--- src/rtl/varredura_tdm_if.sv ---
// Bundle between the scan controller and the MUX/DEMUX link side.
// The master drives the select bus and the reassembled word; the slave drives start and the line.
interface varredura_tdm_if;
  logic       start;
  logic       linha;
  logic [1:0] S;
  logic [3:0] dado;
  logic       busy;
  logic       valid;

  modport master (input start, linha, output S, dado, busy, valid);
  modport slave  (output start, linha, input S, dado, busy, valid);
endinterface

--- src/rtl/varredura_tdm.sv ---
// TDM scan controller: steps S over channels 0..3, HOLD cycles each, and samples linha into a 4-bit word.
// Optional macro VARREDURA_CONTINUA_EN: after the first start, frames run back to back until rst.
module varredura_tdm #(
  parameter int HOLD = 2
) (
  input  logic             clk,
  input  logic             rst,
  varredura_tdm_if.master  bus
);
  localparam int             DW   = (HOLD > 1) ? $clog2(HOLD) : 1;
  localparam logic [DW-1:0]  LAST = DW'(HOLD - 1);

  if (HOLD < 1 || HOLD > 255) begin : g_bad_hold
    $error("varredura_tdm: HOLD must be within 1..255");
  end

  typedef enum logic [1:0] {IDLE, SCAN, DONE} state_t;

  state_t        state;
  logic [1:0]    ch;
  logic [DW-1:0] dw;
  logic [3:0]    buf_q;
  logic [3:0]    dado_q;
  logic          busy_q;
  logic          valid_q;

  // ch doubles as S: it is zero outside SCAN because it wraps 3->0 on the final sample.
  assign bus.S     = ch;
  assign bus.dado  = dado_q;
  assign bus.busy  = busy_q;
  assign bus.valid = valid_q;

  always_ff @(posedge clk) begin
    if (rst) begin
      state   <= IDLE;
      ch      <= '0;
      dw      <= '0;
      buf_q   <= '0;
      dado_q  <= '0;
      busy_q  <= 1'b0;
      valid_q <= 1'b0;
    end else begin
      valid_q <= 1'b0;
      case (state)
        IDLE: begin
          if (bus.start) begin
            state  <= SCAN;
            busy_q <= 1'b1;
            ch     <= '0;
            dw     <= '0;
          end
        end
        SCAN: begin
          if (dw == LAST) begin
            buf_q[ch] <= bus.linha;
            dw        <= '0;
            ch        <= ch + 2'd1;
            if (ch == 2'd3) begin
              // the channel-3 sample bypasses buf_q so it lands in dado on this same edge
              state   <= DONE;
              busy_q  <= 1'b0;
              valid_q <= 1'b1;
              dado_q  <= {bus.linha, buf_q[2:0]};
            end
          end else begin
            dw <= dw + 1'b1;
          end
        end
        DONE: begin
`ifdef VARREDURA_CONTINUA_EN
          state  <= SCAN;
          busy_q <= 1'b1;
          ch     <= '0;
          dw     <= '0;
`else
          state  <= IDLE;
`endif
        end
        default: state <= IDLE;
      endcase
    end
  end
endmodule

--- src/flat_wrapper.sv ---
// flat-port wrapper written by rule: the top's interface ports become plain ports
module varredura_tdm_flat 
#(
  parameter int HOLD = 2
)
  (clk, rst, bus_start, bus_linha, bus_S, bus_dado, bus_busy, bus_valid);
  varredura_tdm_if bus_i ();
  input  logic clk;
  input  logic rst;
  input wire logic [$bits(bus_i.start)-1:0] bus_start;
  input wire logic [$bits(bus_i.linha)-1:0] bus_linha;
  output wire logic [$bits(bus_i.S)-1:0] bus_S;
  output wire logic [$bits(bus_i.dado)-1:0] bus_dado;
  output wire logic [$bits(bus_i.busy)-1:0] bus_busy;
  output wire logic [$bits(bus_i.valid)-1:0] bus_valid;
  assign bus_i.start = bus_start;
  assign bus_i.linha = bus_linha;
  assign bus_S = bus_i.S;
  assign bus_dado = bus_i.dado;
  assign bus_busy = bus_i.busy;
  assign bus_valid = bus_i.valid;
  varredura_tdm #(.HOLD(HOLD)) u_core (.clk(clk), .rst(rst), .bus(bus_i));
endmodule
--- config.mk ---
export PLATFORM = sky130hd
export DESIGN_NAME = varredura_tdm_flat
export DESIGN_NICKNAME = d
export VERILOG_FILES = /design/src/rtl/varredura_tdm_if.sv /design/src/rtl/varredura_tdm.sv /design/src/flat_wrapper.sv
export SDC_FILE = /design/constraint.sdc
export NUM_CORES = 1
export LEC_CHECK = 0
export CORE_AREA = 2 2 39 41
export CTS_CLUSTER_DIAMETER = 40
export DETAILED_ROUTE_END_ITERATION = 16
export DIE_AREA = 0 0 41 43
export DONT_BUFFER_PORTS = 1
export GPL_TIMING_DRIVEN = 0
export SYNTH_ARGS = -nofsm -noshare
export SYNTH_HDL_FRONTEND = slang
export SYNTH_SLANG_ARGS = --single-unit
--- constraint.sdc ---
create_clock -name clk -period 1.04 [get_ports clk]
set_input_delay 0.052 -clock clk [delete_from_list [all_inputs] [get_ports clk]]
set_output_delay 0.052 -clock clk [all_outputs]
set_load 0.02 [all_outputs]
==> run_results.csv, run 1 <==
group,metric,value,unit
power,netSwitchingPower,0.000206,W
final_layout,fin_cells,81,
sta,finClkSkew,0.00265,ns
power,ir_drop,711,uV
min_path,worstHoldPathType,"input port to flip-flop",
critical_path,path_buf_inv,0,
placed_design,port_buffers,0,
clock_network,postCtsSetupBuffers,0,
sta,relSlewSlack,71.4,%
final_layout,drive_above_1_share,24.6,%
final_layout,nFillCells,125,
power,power_density,1270,nW/um^2
synthesis,synth_top_family_by_area,"simple AND/OR/NAND/NOR gates",
critical_path,worst_r2r_endpoint,"u_core.bus.dado[0]",
drt,dr_total_vias,432,
synthesis,synth_nets,68,
critical_path,worstPathRequired,1.19,ns
clock_network,cts_tree,"done",
critical_path,regToRegStartpoint,"u_core.bus.S[0]",
power,intPower,0.000707,W
min_path,min_delay_worst_endpoint,"u_core.bus.S[0]",
sta,holdWs,0.0219,ns
min_path,hp-start,"bus_start",
final_layout,antennaDiodeCount,0,
synthesis,synthFlopType,"dfxtp_1",
critical_path,crit_chain,"ha_4, nand4b_4, mux2i_1, nor2_1",
clock_network,clk_pin_slew_worst_paths,0.08,ns
critical_path,critPathCaptureType,"flip-flop",
critical_path,critPathLaunchType,"flip-flop",
global_route,grt_first_pass_wirelength,1.88,mm
critical_path,arrival,1.29,ns
final_layout,fin_nets,75,
drt,via_per_inst,5.33,
critical_path,crit_path_max_fanout,7,
synthesis,ys_seq_area_share,45.2,%
drt,routed_wl,1.10,mm
synthesis,synth-edff-count,0,
sta,fin_crit_sh,110,%
global_route,grt_overflow,0,
floorplan,initial_core_util,44.8,%
critical_path,crit_slowest_cell,"dfxtp_4",
floorplan,fp.coreArea,1380,sq um
synthesis,synth_area,621,sq um
synthesis,avgSynthCellArea,10.3,sq um
placed_design,dp.cells,76,
sta,setup_tns,-0.745,ns
global_route,grt_max_degree,11,
floorplan,die_x,41,um
flow_run,maxCapViolCount,0,
clock_network,numCtsBuffers,3,
synthesis,synth_xor_area_share,0,%
power,seqPwrFrac,61.1,%
global_route,antenna_found_initial,0,
drt,drcViolationCount,0,
critical_path,worstSetupPathType,"flip-flop to flip-flop",
power,pwr-share-clk,31.3,%
placed_design,dp_slack,-0.156,ns
synthesis,synthCells,60,
min_path,hold_depth,3,
drt,final_antenna_net_count,0,
synthesis,ys.warnings.count,0,
critical_path,rr_worst_depth,4,
clock_network,clock-root-buffer,"clkbuf_4",
synthesis,ys_seq_elements,14,
clock_network,h-tree-depth,1,
synthesis,synth-compound-area-share,7.46,%
power,cellLeakagePower,0.320,nW
sta,slew_violations,0,
status,status,"complete, but fails checks",
critical_path,max_stage_delay,0.44,ns
sta,max_freq,0.875,GHz
sta,finalSetupViolations,9,
sta,worstMarginPinSlew,0.429,ns
sta,period_minus_slack,1.14,ns
drt,post_drt_wl_per_cell,13.5,um
status,violations,"setup timing",
power,pwr-share-comb,7.6,%
synthesis,synth-adder-area-share,8.06,%
power,switching_share,22.5,%
clock_network,worstSkewPairLatency,0.27,ns
floorplan,die_height,43,um
sta,fin_ws,-0.102,ns
global_route,grt_pass1_vias,440,
floorplan,dieArea,1760,sq um
synthesis,synthSimpleGateAreaFrac,23.2,%
synthesis,synthArstFlopShare,0,%
critical_path,worst-r2r-setup-slack,-0.10,ns
sta,rsz0062_at_grt,"yes",
clock_network,cts.sink_count,14,
global_route,grt_use_total,16.2,%
synthesis,synth_mux_area_share,11.3,%
sta,hold_viol,0,
floorplan,rows,14,
synthesis,synth.distinct_cells,19,
placed_design,place.gp.congestion,0.755,
clock_network,cts_buffer_depth,2,
floorplan,io_pins,12,
drt,drt_iter0_drc,12,
final_layout,area_growth,16.1,%
drt,drtPass1Iterations,4,
critical_path,path_delay_family,"flip-flops",
[worst register-to-register path: stages, from the launching register on]
cell      delay (ns)
dfxtp_4         0.44
ha_4            0.17
nand4b_4        0.17
mux2i_1         0.19
nor2_1          0.05
[registers in the layout (all words and copies together) (netlist names)]
| register | flops |
|---|---|
| u_core.buf_q | 3 |
| u_core.bus.S | 2 |
| u_core.bus.busy | 1 |
| u_core.bus.dado | 4 |
| u_core.bus.valid | 1 |
| u_core.dw | 1 |
| u_core.state | 2 |
[how the worst max path moves through the flow]
stage                                from                  to  cells past startpoint
after global routing      u_core.bus.S[0]  u_core.bus.dado[0]                      4
after CTS                 u_core.bus.S[0]  u_core.bus.dado[0]                      4
after global placement    u_core.bus.S[0]  u_core.bus.dado[2]                      4
after floorplan           u_core.bus.S[0]  u_core.bus.dado[0]                      4
final                     u_core.bus.S[0]  u_core.bus.dado[0]                      4
after detailed placement  u_core.bus.S[0]  u_core.bus.dado[0]                      4
[power groups by stage]
stage	logic [W]	registers (W)	clock network, W
after detailed placement	0.0000582	0.000569	0
after floorplan	0.0000481	0.000568	0
after CTS	0.0000693	0.000557	0.000302
after global placement	0.0000578	0.000569	0
after global routing	0.0000780	0.000559	0.000322
final	0.0000690	0.000558	0.000286
[metrics by stage]
step	total power [W]	util, %	area [sq um]
6_report	0.000913	52.1	721
5_1_grt	0.000959	52.1	721
4_1_cts	0.000929	51.9	718
3_5_place_dp	0.000628	47.0	651
3_3_place_gp	0.000627	47.0	651
2_1_floorplan	0.000616	-	631
[area by class of cell]
cell class	count	area, sq um	share of cell area, %
Buffer	3	22.5	3.13
Clock buffer	3	22.5	3.13
Inverter	2	7.51	1.04
Multi-Input combinational cell	41	338	46.9
Sequential cell	14	290	40.3
Tap cell	16	20.0	2.78
Timing Repair Buffer	2	20.0	2.78
[synthesized netlist by cell type (2+ instances only)]
cell type  instances  area [sq um]
ha_1               4          50.1
nor3b_1            3          22.5
o21ai_0            2          10.0
nand2_1            2          7.51
mux2i_1            7          70.1
inv_1              2          7.51
nand4b_1           4          35.0
dfxtp_1           14           280
nor2_1            11          41.3
a21oi_1            2          10.0
[layout by cell type (no fill, tap or decap), drive strengths merged]
cell type / synthesis / layout
nor3b: 3 / 3
nand4b: 5 / 5
dlygate4sd3: 0 / 2
o21bai: 1 / 1
o21ai: 2 / 2
inv: 2 / 2
buf: 2 / 2
nand2: 2 / 2
clkbuf: 1 / 4
dfxtp: 14 / 14
nor2b: 1 / 1
nand3b: 1 / 1
nor2: 11 / 11
mux2i: 7 / 7
a31oi: 1 / 1
a21oi: 2 / 2
ha: 4 / 4
a311oi: 1 / 1
[kinds of logic after synthesis]
logic type               count (synthesis)
AND/OR/NAND/NOR                         23
AO/OA/AOI/OAI                            7
adder cells (fa/ha/maj)                  4
flip-flops                              14
buffers and inverters                    5
multiplexers                             7
[layer usage]
| metal | up-vias | part of all wire (%) | global-route usage [%] |
|---|---|---|---|
| li1 | 220 | - | - |
| met1 | 202 | 48 | 20.8 |
| met2 | 10 | 47 | 23.8 |
| met3 | 0 | 4.7 | 4.71 |
| met4 | 0 | 0 | 8.00 |
| met5 | - | 0 | 0 |
[timing repair]
action	CTS	global route
hold endpoints to repair	8	0
resized for setup	6	2
pin swaps	3	0
hold buffers	2	0
setup endpoints to repair	9	12
(Power assumes the default switching activity.)
==> inputs of run 2 (changes only) <==
Settings changed: ABC_CLOCK_PERIOD_IN_PS set to 1040, CTS_CLUSTER_SIZE set to 24, REMOVE_ABC_BUFFERS set to 1.
==> run_results.csv, run 2 (same netlist as run 1, synthesis figures left out) <==
group,metric,value,unit
critical_path,worst_r2r_endpoint,"u_core.bus.dado[0]",
critical_path,worst-r2r-setup-slack,-0.09,ns
global_route,grt_first_pass_wirelength,1.79,mm
drt,via_per_inst,5.40,
critical_path,regToRegStartpoint,"u_core.bus.S[0]",
clock_network,numCtsBuffers,3,
status,violations,"hold timing, setup timing",
global_route,antenna_found_initial,0,
min_path,worstHoldPathType,"input port to flip-flop",
floorplan,die_height,43,um
sta,finalSetupViolations,10,
drt,drcViolationCount,0,
critical_path,arrival,1.30,ns
min_path,min_delay_worst_endpoint,"u_core.bus.S[0]",
sta,rsz0062_at_grt,"yes",
sta,period_minus_slack,1.13,ns
flow_run,maxCapViolCount,0,
final_layout,mostFrequentLayoutCells,"11 x nor2_1, 10 x dfxtp_1, 7 x mux2i_1",
floorplan,io_pins,12,
sta,hold_viol,14,
final_layout,largest_reg_flops,4,
floorplan,die_x,41,um
drt,post_drt_wl_per_cell,14.2,um
floorplan,fp.coreArea,1380,sq um
drt,drtPass1Iterations,2,
min_path,hp-start,"rst",
critical_path,critPathCaptureType,"flip-flop",
power,ir_drop,675,uV
drt,final_antenna_net_count,0,
sta,slew_violations,0,
sta,max_freq,0.883,GHz
final_layout,antennaDiodeCount,0,
critical_path,critPathLaunchType,"flip-flop",
placed_design,dp_hpwl,691,um
clock_network,cts_tree,"done",
floorplan,rows,14,
final_layout,fin_nets,71,
sta,holdWs,-0.165,ns
status,status,"complete, but fails checks",
global_route,grt_overflow,0,
placed_design,dp_slack,-0.362,ns
power,cellLeakagePower,0.302,nW
power,netSwitchingPower,0.000196,W
critical_path,worstPathRequired,1.21,ns
clock_network,worstSkewPairLatency,0.27,ns
final_layout,drive_above_1_share,26.2,%
clock_network,cts.sink_count,14,
clock_network,clk_pin_slew_worst_paths,0.07,ns
power,pwr-share-comb,3.4,%
drt,drt_iter0_drc,2,
placed_design,place.gp.congestion,0.602,
final_layout,final_common_cell,"nor2_1",
drt,dr_total_vias,416,
sta,setup_tns,-0.776,ns
placed_design,port_buffers,0,
drt,routed_wl,1.09,mm
final_layout,fin_util,49.9,%
sta,finClkSkew,0.00109,ns
global_route,grt_pass1_vias,418,
sta,fin_crit_sh,109,%
global_route,grt_max_degree,15,
floorplan,initial_core_util,44.8,%
clock_network,cts_buffer_depth,2,
clock_network,clock-root-buffer,"clkbuf_4",
floorplan,dieArea,1760,sq um
final_layout,area_growth,11.3,%
critical_path,worstSetupPathType,"flip-flop to flip-flop",
sta,worstMarginPinSlew,0.254,ns
sta,fin_ws,-0.0922,ns
sta,relSlewSlack,83.0,%
critical_path,rr_worst_depth,4,
power,switching_share,22.0,%
critical_path,crit_path_max_fanout,7,
power,power_density,1290,nW/um^2
power,seqPwrFrac,64.3,%
global_route,grt_use_total,15.7,%
clock_network,h-tree-depth,1,
power,intPower,0.000693,W
min_path,hold_depth,1,
power,pwr-share-clk,32.3,%
==> run 2: how the worst max path moves through the flow <==
| stage | slack [ns] | cells past startpoint | start | endpoint |
|---|---|---|---|---|
| global placement | -0.36 | 4 | u_core.bus.S[0] | u_core.bus.dado[1] |
| finish | -0.09 | 4 | u_core.bus.S[0] | u_core.bus.dado[0] |
| detailed placement | -0.36 | 4 | u_core.bus.S[0] | u_core.bus.dado[2] |
| global route | -0.18 | 4 | u_core.bus.S[0] | u_core.bus.dado[1] |
| floorplan | -0.21 | 4 | u_core.bus.S[0] | u_core.bus.dado[0] |
| CTS | -0.09 | 4 | u_core.bus.S[0] | u_core.bus.dado[2] |
==> run 2: power groups by stage <==
stage	clock network (W)	registers, W	logic (W)
2_1_floorplan	0	0.000581	0.0000247
3_3_place_gp	0	0.000586	0.0000271
3_5_place_dp	0	0.000587	0.0000281
4_1_cts	0.000313	0.000572	0.0000287
5_1_grt	0.000320	0.000573	0.0000352
6_report	0.000287	0.000572	0.0000302
==> run 2: cell type report <==
| type | instances | area (sq um) |
|---|---|---|
| Fill cell | 136 | 693 |
| Multi-Input combinational cell | 41 | 340 |
| Sequential cell | 14 | 293 |
| Clock buffer | 3 | 22.5 |
| Tap cell | 16 | 20.0 |
| Timing Repair Buffer | 1 | 7.51 |
| Inverter | 2 | 7.51 |
==> run 2: metal layers <==
layer	vias up	share of wire, %	wire (um)	GRT usage (%)
met5	-	0	0	0
met4	0	1.4	15	14.0
met3	2	4.5	49	4.19
met2	8	45	488	21.6
met1	195	49	539	19.0
li1	211	-	-	-
==> run 2: metrics by stage <==
step	power [W]	std cells	area [sq um]
finish	0.000889	77	691
global route	0.000928	77	691
CTS	0.000913	77	673
detailed placement	0.000615	73	618
global placement	0.000614	73	618
floorplan	0.000606	57	598
==> run 2: timing repair <==
item,CTS,global route
gates resized for setup,11,4
setup buffers,1,0
pin swaps,2,3
endpoints found under the hold margin,14,14
endpoints found under the setup margin,14,11
==> run 2: worst max-delay path: stages (launching register included) <==
cell	delay (ns)
dfxtp_4	0.44
ha_4	0.17
nand4b_4	0.17
mux2i_1	0.19
nor2_1	0.05
